**src/rtl/axi_lite_regfile_slave.sv**
```systemverilog
// axi_lite_regfile_slave: AXI-lite register file slave with independent write and read FSMs.
// Optional feature macro REGFILE_ID_REG_EN: the top word becomes a read-only ID (ID_VALUE),
// and writes to it are dropped with an SLVERR response.
module axi_lite_regfile_slave #(
    parameter int unsigned DATA_WIDTH = 32,
    parameter int unsigned ADDR_WIDTH = 8,
    parameter int unsigned RESP_WIDTH = 3,
    parameter int unsigned NUM_WORDS  = 4,
    parameter logic [DATA_WIDTH-1:0] ID_VALUE = DATA_WIDTH'(32'hA5A5_0001)
) (
    input  logic                    s_axi_aclk,
    input  logic                    s_axi_areset,
    input  logic [ADDR_WIDTH-1:0]   s_axi_awaddr,
    input  logic                    s_axi_awvalid,
    output logic                    s_axi_awready,
    input  logic [DATA_WIDTH-1:0]   s_axi_wdata,
    input  logic [DATA_WIDTH/8:0]   s_axi_wstrb,
    input  logic                    s_axi_wvalid,
    output logic                    s_axi_wready,
    output logic [RESP_WIDTH-1:0]   s_axi_bresp,
    output logic                    s_axi_bvalid,
    input  logic                    s_axi_bready,
    input  logic [ADDR_WIDTH-1:0]   s_axi_araddr,
    input  logic                    s_axi_arvalid,
    output logic                    s_axi_arready,
    output logic [DATA_WIDTH-1:0]   s_axi_rdata,
    output logic [RESP_WIDTH-1:0]   s_axi_rresp,
    output logic                    s_axi_rvalid,
    input  logic                    s_axi_rready
);
    localparam int unsigned STRB_W = DATA_WIDTH / 8;
    localparam int unsigned IDX_W  = $clog2(NUM_WORDS);
    localparam logic [RESP_WIDTH-1:0] RESP_OKAY   = '0;
    localparam logic [RESP_WIDTH-1:0] RESP_SLVERR = RESP_WIDTH'(2);

    typedef enum logic [1:0] {W_IDLE, W_WAIT_D, W_WAIT_A, W_RESP} w_state_t;
    typedef enum logic {R_IDLE, R_DATA} r_state_t;

    w_state_t              w_state;
    r_state_t              r_state;
    logic [DATA_WIDTH-1:0] mem [NUM_WORDS];
    logic [IDX_W-1:0]      aw_idx_q;
    logic [DATA_WIDTH-1:0] wdata_q;
    logic [STRB_W-1:0]     wstrb_q;

    logic                  aw_hs, w_hs, ar_hs;
    logic [IDX_W-1:0]      aw_idx, rd_idx;
    logic                  commit;
    logic                  commit_ro;
    logic [IDX_W-1:0]      commit_idx;
    logic [DATA_WIDTH-1:0] commit_data;
    logic [STRB_W-1:0]     commit_strb;
    logic [DATA_WIDTH-1:0] commit_word;
    logic [DATA_WIDTH-1:0] rd_word;
    logic                  unused_bits;

    assign aw_hs  = s_axi_awvalid && s_axi_awready;
    assign w_hs   = s_axi_wvalid && s_axi_wready;
    assign ar_hs  = s_axi_arvalid && s_axi_arready;
    assign aw_idx = s_axi_awaddr[IDX_W+1:2];
    assign rd_idx = s_axi_araddr[IDX_W+1:2];

    // Select which address/data halves complete a write this cycle and merge byte lanes.
    always_comb begin
        commit      = 1'b0;
        commit_idx  = aw_idx;
        commit_data = s_axi_wdata;
        commit_strb = s_axi_wstrb[STRB_W-1:0];
        case (w_state)
            W_IDLE:   commit = aw_hs && w_hs;
            W_WAIT_D: begin
                commit     = w_hs;
                commit_idx = aw_idx_q;
            end
            W_WAIT_A: begin
                commit      = aw_hs;
                commit_data = wdata_q;
                commit_strb = wstrb_q;
            end
            default:  commit = 1'b0;
        endcase
        commit_word = mem[commit_idx];
        for (int unsigned b = 0; b < STRB_W; b++) begin
            if (commit_strb[b]) begin
                commit_word[8*b +: 8] = commit_data[8*b +: 8];
            end
        end
    end

`ifdef REGFILE_ID_REG_EN
    assign commit_ro   = (commit_idx == IDX_W'(NUM_WORDS - 1));
    assign rd_word     = (rd_idx == IDX_W'(NUM_WORDS - 1)) ? ID_VALUE : mem[rd_idx];
    assign unused_bits = ^{s_axi_wstrb[STRB_W], s_axi_awaddr[1:0], s_axi_araddr[1:0],
                           s_axi_awaddr[ADDR_WIDTH-1:IDX_W+2], s_axi_araddr[ADDR_WIDTH-1:IDX_W+2]};
`else
    assign commit_ro   = 1'b0;
    assign rd_word     = mem[rd_idx];
    assign unused_bits = ^{s_axi_wstrb[STRB_W], s_axi_awaddr[1:0], s_axi_araddr[1:0],
                           s_axi_awaddr[ADDR_WIDTH-1:IDX_W+2], s_axi_araddr[ADDR_WIDTH-1:IDX_W+2],
                           ID_VALUE};
`endif

    // Storage: cleared on reset, updated on a committed write to a writable word.
    always_ff @(posedge s_axi_aclk) begin
        if (s_axi_areset) begin
            for (int unsigned i = 0; i < NUM_WORDS; i++) begin
                mem[i] <= '0;
            end
        end else if (commit && !commit_ro) begin
            mem[commit_idx] <= commit_word;
        end
    end

    // Write channel FSM: collects address and data in either order, then holds the response.
    always_ff @(posedge s_axi_aclk) begin
        if (s_axi_areset) begin
            w_state       <= W_IDLE;
            s_axi_awready <= 1'b0;
            s_axi_wready  <= 1'b0;
            s_axi_bvalid  <= 1'b0;
            s_axi_bresp   <= RESP_OKAY;
            aw_idx_q      <= '0;
            wdata_q       <= '0;
            wstrb_q       <= '0;
        end else begin
            case (w_state)
                W_IDLE: begin
                    if (aw_hs && w_hs) begin
                        s_axi_awready <= 1'b0;
                        s_axi_wready  <= 1'b0;
                        w_state       <= W_RESP;
                    end else if (aw_hs) begin
                        aw_idx_q      <= aw_idx;
                        s_axi_awready <= 1'b0;
                        w_state       <= W_WAIT_D;
                    end else if (w_hs) begin
                        wdata_q      <= s_axi_wdata;
                        wstrb_q      <= s_axi_wstrb[STRB_W-1:0];
                        s_axi_wready <= 1'b0;
                        w_state      <= W_WAIT_A;
                    end else begin
                        s_axi_awready <= 1'b1;
                        s_axi_wready  <= 1'b1;
                    end
                end
                W_WAIT_D: begin
                    if (w_hs) begin
                        s_axi_wready <= 1'b0;
                        w_state      <= W_RESP;
                    end
                end
                W_WAIT_A: begin
                    if (aw_hs) begin
                        s_axi_awready <= 1'b0;
                        w_state       <= W_RESP;
                    end
                end
                W_RESP: begin
                    if (s_axi_bready) begin
                        s_axi_bvalid  <= 1'b0;
                        s_axi_bresp   <= RESP_OKAY;
                        s_axi_awready <= 1'b1;
                        s_axi_wready  <= 1'b1;
                        w_state       <= W_IDLE;
                    end
                end
                default: w_state <= W_IDLE;
            endcase
            if (commit) begin
                s_axi_bvalid <= 1'b1;
                s_axi_bresp  <= commit_ro ? RESP_SLVERR : RESP_OKAY;
            end
        end
    end

    // Read channel FSM: one outstanding read, data held until accepted.
    always_ff @(posedge s_axi_aclk) begin
        if (s_axi_areset) begin
            r_state       <= R_IDLE;
            s_axi_arready <= 1'b0;
            s_axi_rvalid  <= 1'b0;
            s_axi_rdata   <= '0;
            s_axi_rresp   <= RESP_OKAY;
        end else begin
            case (r_state)
                R_IDLE: begin
                    if (ar_hs) begin
                        s_axi_rdata   <= rd_word;
                        s_axi_rresp   <= RESP_OKAY;
                        s_axi_rvalid  <= 1'b1;
                        s_axi_arready <= 1'b0;
                        r_state       <= R_DATA;
                    end else begin
                        s_axi_arready <= 1'b1;
                    end
                end
                R_DATA: begin
                    if (s_axi_rready) begin
                        s_axi_rvalid  <= 1'b0;
                        s_axi_rdata   <= '0;
                        s_axi_rresp   <= RESP_OKAY;
                        s_axi_arready <= 1'b1;
                        r_state       <= R_IDLE;
                    end
                end
                default: r_state <= R_IDLE;
            endcase
        end
    end
endmodule

```
**config.mk**
```make
export PLATFORM = sky130hd
export DESIGN_NAME = axi_lite_regfile_slave
export DESIGN_NICKNAME = d
export VERILOG_FILES = /design/src/rtl/axi_lite_regfile_slave.sv
export SDC_FILE = /design/constraint.sdc
export NUM_CORES = 1
export LEC_CHECK = 0
export ABC_AREA = 1
export CORE_ASPECT_RATIO = 0.9
export CORE_MARGIN = 2
export CORE_UTILIZATION = 55
export CTS_CLUSTER_DIAMETER = 60
export CTS_CLUSTER_SIZE = 16
export DETAILED_ROUTE_END_ITERATION = 8
export GPL_TIMING_DRIVEN = 0
export PLACE_DENSITY = 0.82
export REMOVE_ABC_BUFFERS = 1
export SYNTH_ARGS = -nofsm -noshare
export SYNTH_HDL_FRONTEND = slang
export SYNTH_SLANG_ARGS = --single-unit
```
**constraint.sdc**
```tcl
create_clock -name s_axi_aclk -period 7 [get_ports s_axi_aclk]
set_clock_uncertainty 0.2 [all_clocks]
set_input_delay 0.7 -clock s_axi_aclk [delete_from_list [all_inputs] [get_ports s_axi_aclk]]
set_output_delay 0.7 -clock s_axi_aclk [all_outputs]
set_load 0.02 [all_outputs]
```
==> results_tabular.tex <==
\begin{tabular}{lr}
\hline
Metric & Value \\
\hline
\multicolumn{2}{l}{\textbf{Logic synthesis}} \\
\quad Number of unique standard cell types used by synthesis & 27 \\
\quad Number of instances in the synthesized netlist & 1025 \\
\quad Fraction of synthesis flops using an asynchronous set or reset pin & 0\% \\
\quad Number of enable flip-flop cells after synthesis & approximately 130 \\
\quad Most area-consuming cells after synthesis & edfxtp\_1 (42\%), dfxtp\_1 (17\%), nor2\_1 (11\%) \\
\quad Post-Synthesis Mean Instance Area & 8.86 um\^{}2 \\
\quad Leading area contributor after synthesis & edfxtp\_1 \\
\quad Post-Syn Area & 9080 um\^{}2 \\
\quad Number of warning messages in the yosys log & 0 \\
\quad Portion of the post-synthesis area used by sequential elements & 59.5\% \\
\quad Primary FF master, synth & edfxtp\_1 \\
\quad Most instantiated library cell after synthesis & nor2\_1 \\
\quad Commonest cells in the netlist & nor2\_1 (272), nand2\_1 (240), edfxtp\_1 (128) \\
\quad Register bit total from synthesis & 206 \\
\quad Proportion of netlist area held by the largest area contributor & 42.3\% \\
\multicolumn{2}{l}{\textbf{CTS}} \\
\quad TritonCTS sink count & 206 \\
\quad Clock-pin transition on the worst setup and hold timing paths & 0.07 ns \\
\quad Maximum number of buffers from clock root to sink & 3 \\
\quad Number of buffers added to fix hold violations after cts & 0 \\
\quad Number of gates resized after cts & 0 \\
\quad Buffer cell driving the clock tree root & clkbuf\_16 \\
\quad \# H-tree levels & 1 \\
\quad CTS tree & done \\
\quad Later-pin clock latency in the skew report & around 0.48 ns \\
\quad Total clock buffers created by CTS & 17 \\
\quad Total setup buffers inserted after CTS & 0 \\
\multicolumn{2}{l}{\textbf{Drt}} \\
\quad Total wirelength of the detailed-routed design & 21100 um \\
\quad Iteration-0 DRC Markers & 644 \\
\quad Vias/cell & between 5 and 6 \\
\quad Vias after detailed routing & 7104 \\
\quad Count of antenna-violating nets left after detailed routing & 0 \\
\quad Routed length per instance & 16.3 um \\
\quad DRT Pass-1 Iters & 5 \\
\quad Post-route DRC violation count & 0 \\
\multicolumn{2}{l}{\textbf{Power}} \\
\quad Power per standard cell area & 288 nW/um\^{}2 \\
\quad Leakage power of the design & between 4 and 5 nW \\
\quad Maximum vdd ir drop & 0.274 mV \\
\multicolumn{2}{l}{\textbf{Worst setup path}} \\
\quad Largest stage delay on the critical path & 0.95 ns \\
\quad Sequence of cells on the critical path & inv\_1 > ha\_2 > clkinv\_1 > buf\_16 > nand2\_1 > nand2\_1 > o211ai\_1 > nand2\_2 > nand4\_1 > nand2\_1 \\
\quad CP Data Required Time & about 6.9 ns \\
\quad Critical-path maximum fanout & 45 \\
\quad Slowest library cell on the worst path & clkinv\_1 \\
\quad Worst Setup End Kind & flip-flop \\
\quad Most frequent cell on the critical path & nand2\_1 \\
\quad Path type of the worst setup path & flip-flop to flip-flop \\
\quad Kind of cell adding the most delay to the critical path & simple AND/OR/NAND/NOR gates \\
\quad Sort of element at the start of the critical path & flip-flop \\
\quad Data arrival time at the worst-slack endpoint & 5.38 ns \\
\quad Combined buffer and inverter count along the critical path & 3 \\
\multicolumn{2}{l}{\textbf{Cells and area}} \\
\quad Multi-input combinational cell area & 3230 um\^{}2 \\
\quad Final net count & $\sim$1100 \\
\quad Ant diodes & 0 \\
\quad Layout overhead on the synthesized area & 15.8\% \\
\quad Fraction of layout instances using a drive strength above 1 & 4.79\% \\
\quad Sequential cell area & 5410 um\^{}2 \\
\quad Total of fill cells in the finished design & 1266 \\
\multicolumn{2}{l}{\textbf{STA}} \\
\quad Fin crit share & 78.4\% \\
\quad Setup slack after layout & 1.51 ns \\
\quad Measured slew at the worst slew-check pin & 1.25 ns \\
\quad Shortest clock period the worst path allows after layout & 5.49 ns \\
\quad Maximum frequency from static timing analysis & 182 MHz \\
\quad Post-Route Setup TNS & 0 ns \\
\quad Count of endpoints failing setup in the final report & 0 \\
\quad Max-slew headroom at the worst pin & approximately 16\% \\
\quad Final number of max-transition violations & 0 \\
\quad Setup repair after global routing missed its margin & no \\
\quad Hold violation total from the final report & 0 \\
\multicolumn{2}{l}{\textbf{Die}} \\
\quad Area inside the core boundary & 16100 um\^{}2 \\
\quad Height of the chip & 126 um \\
\quad Overall die width & 139 um \\
\quad Initial standard-cell utilization of the core & 56.3\% \\
\quad Placement row count & 44 \\
\quad Ports placed on the boundary & 103 \\
\quad Die footprint & 17600 um\^{}2 \\
\multicolumn{2}{l}{\textbf{GRT}} \\
\quad Number of global-route vias before repair & 6768 \\
\quad Global-route wire length before repair & 33300 um \\
\quad Remaining Overflow, GRT & 0 \\
\quad Antenna violations before repair & 0 \\
\quad Total global routing track utilization & 23.6\% \\
\quad Pin count of the biggest net entering global routing & between 60 and 70 \\
\multicolumn{2}{l}{\textbf{Run}} \\
\quad Number of violations of the max-capacitance limit & 0 \\
\multicolumn{2}{l}{\textbf{Place}} \\
\quad Count of buffers from port buffering & 83 \\
\quad HPWL after DPL & 12400 um \\
\quad Worst slack after detailed placement & 1.66 ns \\
\quad Final RePlAce weighted congestion & 0.800 \\
\multicolumn{2}{l}{\textbf{Hold path}} \\
\quad Hold crit path type & flip-flop to flip-flop \\
\multicolumn{2}{l}{\textbf{Run status}} \\
\quad Result of the run & finished, final reports clean \\
\hline
\end{tabular}
logic make-up (layout without fill, tap and decap cells):
logic type / Yosys count / after routing / share of synthesized area (%)
and+or+nand+nor: 536 / 536 / 24.2
DFF: 206 / 206 / 59.5
AOI/OAI and AO/OA: 159 / 159 / 10.3
buffers and inverters: 119 / 174 / 5.41
adders and majority gates: 4 / 4 / 0.551
other: 1 / 6 / 0.0413
tightest hold or removal path: cells and delay by family (launching register included):
| kind | cells | cell delay, ns |
|---|---|---|
| DFF | 1 | 0.31 |
| AOI/OAI and AO/OA | 1 | 0.05 |
| and+or+nand+nor | 1 | 0.06 |
per-stage QoR:
step	instances	area (um^2)	power, mW	hold WS [ns]	utilization, %
2_1_floorplan	968	8820	1.89	0.278	-
4_1_cts	1290	10500	3.01	0.266	64.9
6_report	1292	10500	3.03	0.264	65.2
3_3_place_gp	1258	9910	2.11	0.250	61.4
3_5_place_dp	1262	9980	2.14	0.255	61.9
5_1_grt	1292	10500	3.16	0.283	65.2
final cells by class:
| cell class | instances | share of cell area [%] |
|---|---|---|
| clock buffers | 26 | 4.37 |
| well taps | 207 | 2.46 |
| inverters | 57 | 2.03 |
| clock inverters | 2 | 0.202 |
| repair buffers | 89 | 8.87 |
| multi-input cells | 705 | 30.7 |
| flip-flops and latches | 206 | 51.4 |
sequential cells by signal, indices dropped and copies added (netlist names):
name / flops
r_state: 1
s_axi_wready: 1
s_axi_rvalid: 1
mem: 128
s_axi_arready: 1
s_axi_bvalid: 1
w_state: 2
wdata_q: 32
aw_idx_q: 2
s_axi_rdata: 32
s_axi_awready: 1
wstrb_q: 4
layer usage:
layer / vias to the layer above / GRT usage [%] / wire (um)
met5: - / 0 / 0
met2: 268 / 39.8 / 10100
met3: 44 / 3.69 / 1500
met1: 3321 / 31.5 / 8980
met4: 0 / 8.02 / 490
li1: 3471 / - / -
where the power goes:
group          total [mW]  internal [mW]  switching [mW]  leakage [nW]
Clock               0.881          0.458           0.422         0.231
Combinational       0.680          0.211           0.469          2.01
Sequential           1.47           1.42          0.0542          1.96
cell usage in the layout (no fill, tap or decap), types with 2 or more instances in the layout:
cell type and instances:
nor2_1 270, nand2_1 240, edfxtp_1 128, clkdlybuf4s50_1 80
dfxtp_1 78, o21ai_0 77, inv_1 51, a21oi_1 43
o32ai_1 32, clkbuf_16 17, clkbuf_1 9, nand3_1 8
nand4_4 8, conb_1 6, inv_2 5, nand4_1 3
ha_1 3, buf_2 3, o211ai_1 2, o21ai_2 2
nand4_2 2, buf_6 2, buf_12 2, buf_16 2
final timing paths:
| path | from | endpoint | slack, ns | depth (start not counted) |
|---|---|---|---|---|
| min reg2reg | s_axi_rdata[22]$_SDFFE_PP0P_ | s_axi_rdata[22]$_SDFFE_PP0P_ | 0.26 | 2 |
| min | s_axi_rdata[22]$_SDFFE_PP0P_ | s_axi_rdata[22]$_SDFFE_PP0P_ | 0.26 | 2 |
| max reg2reg | w_state[0]$_SDFFE_PP0P_ | mem[2][8]$_SDFFCE_PN0P_ | 1.51 | 10 |
| max | w_state[0]$_SDFFE_PP0P_ | mem[2][8]$_SDFFCE_PN0P_ | 1.51 | 10 |
Power figures use the tool's default switching activity.
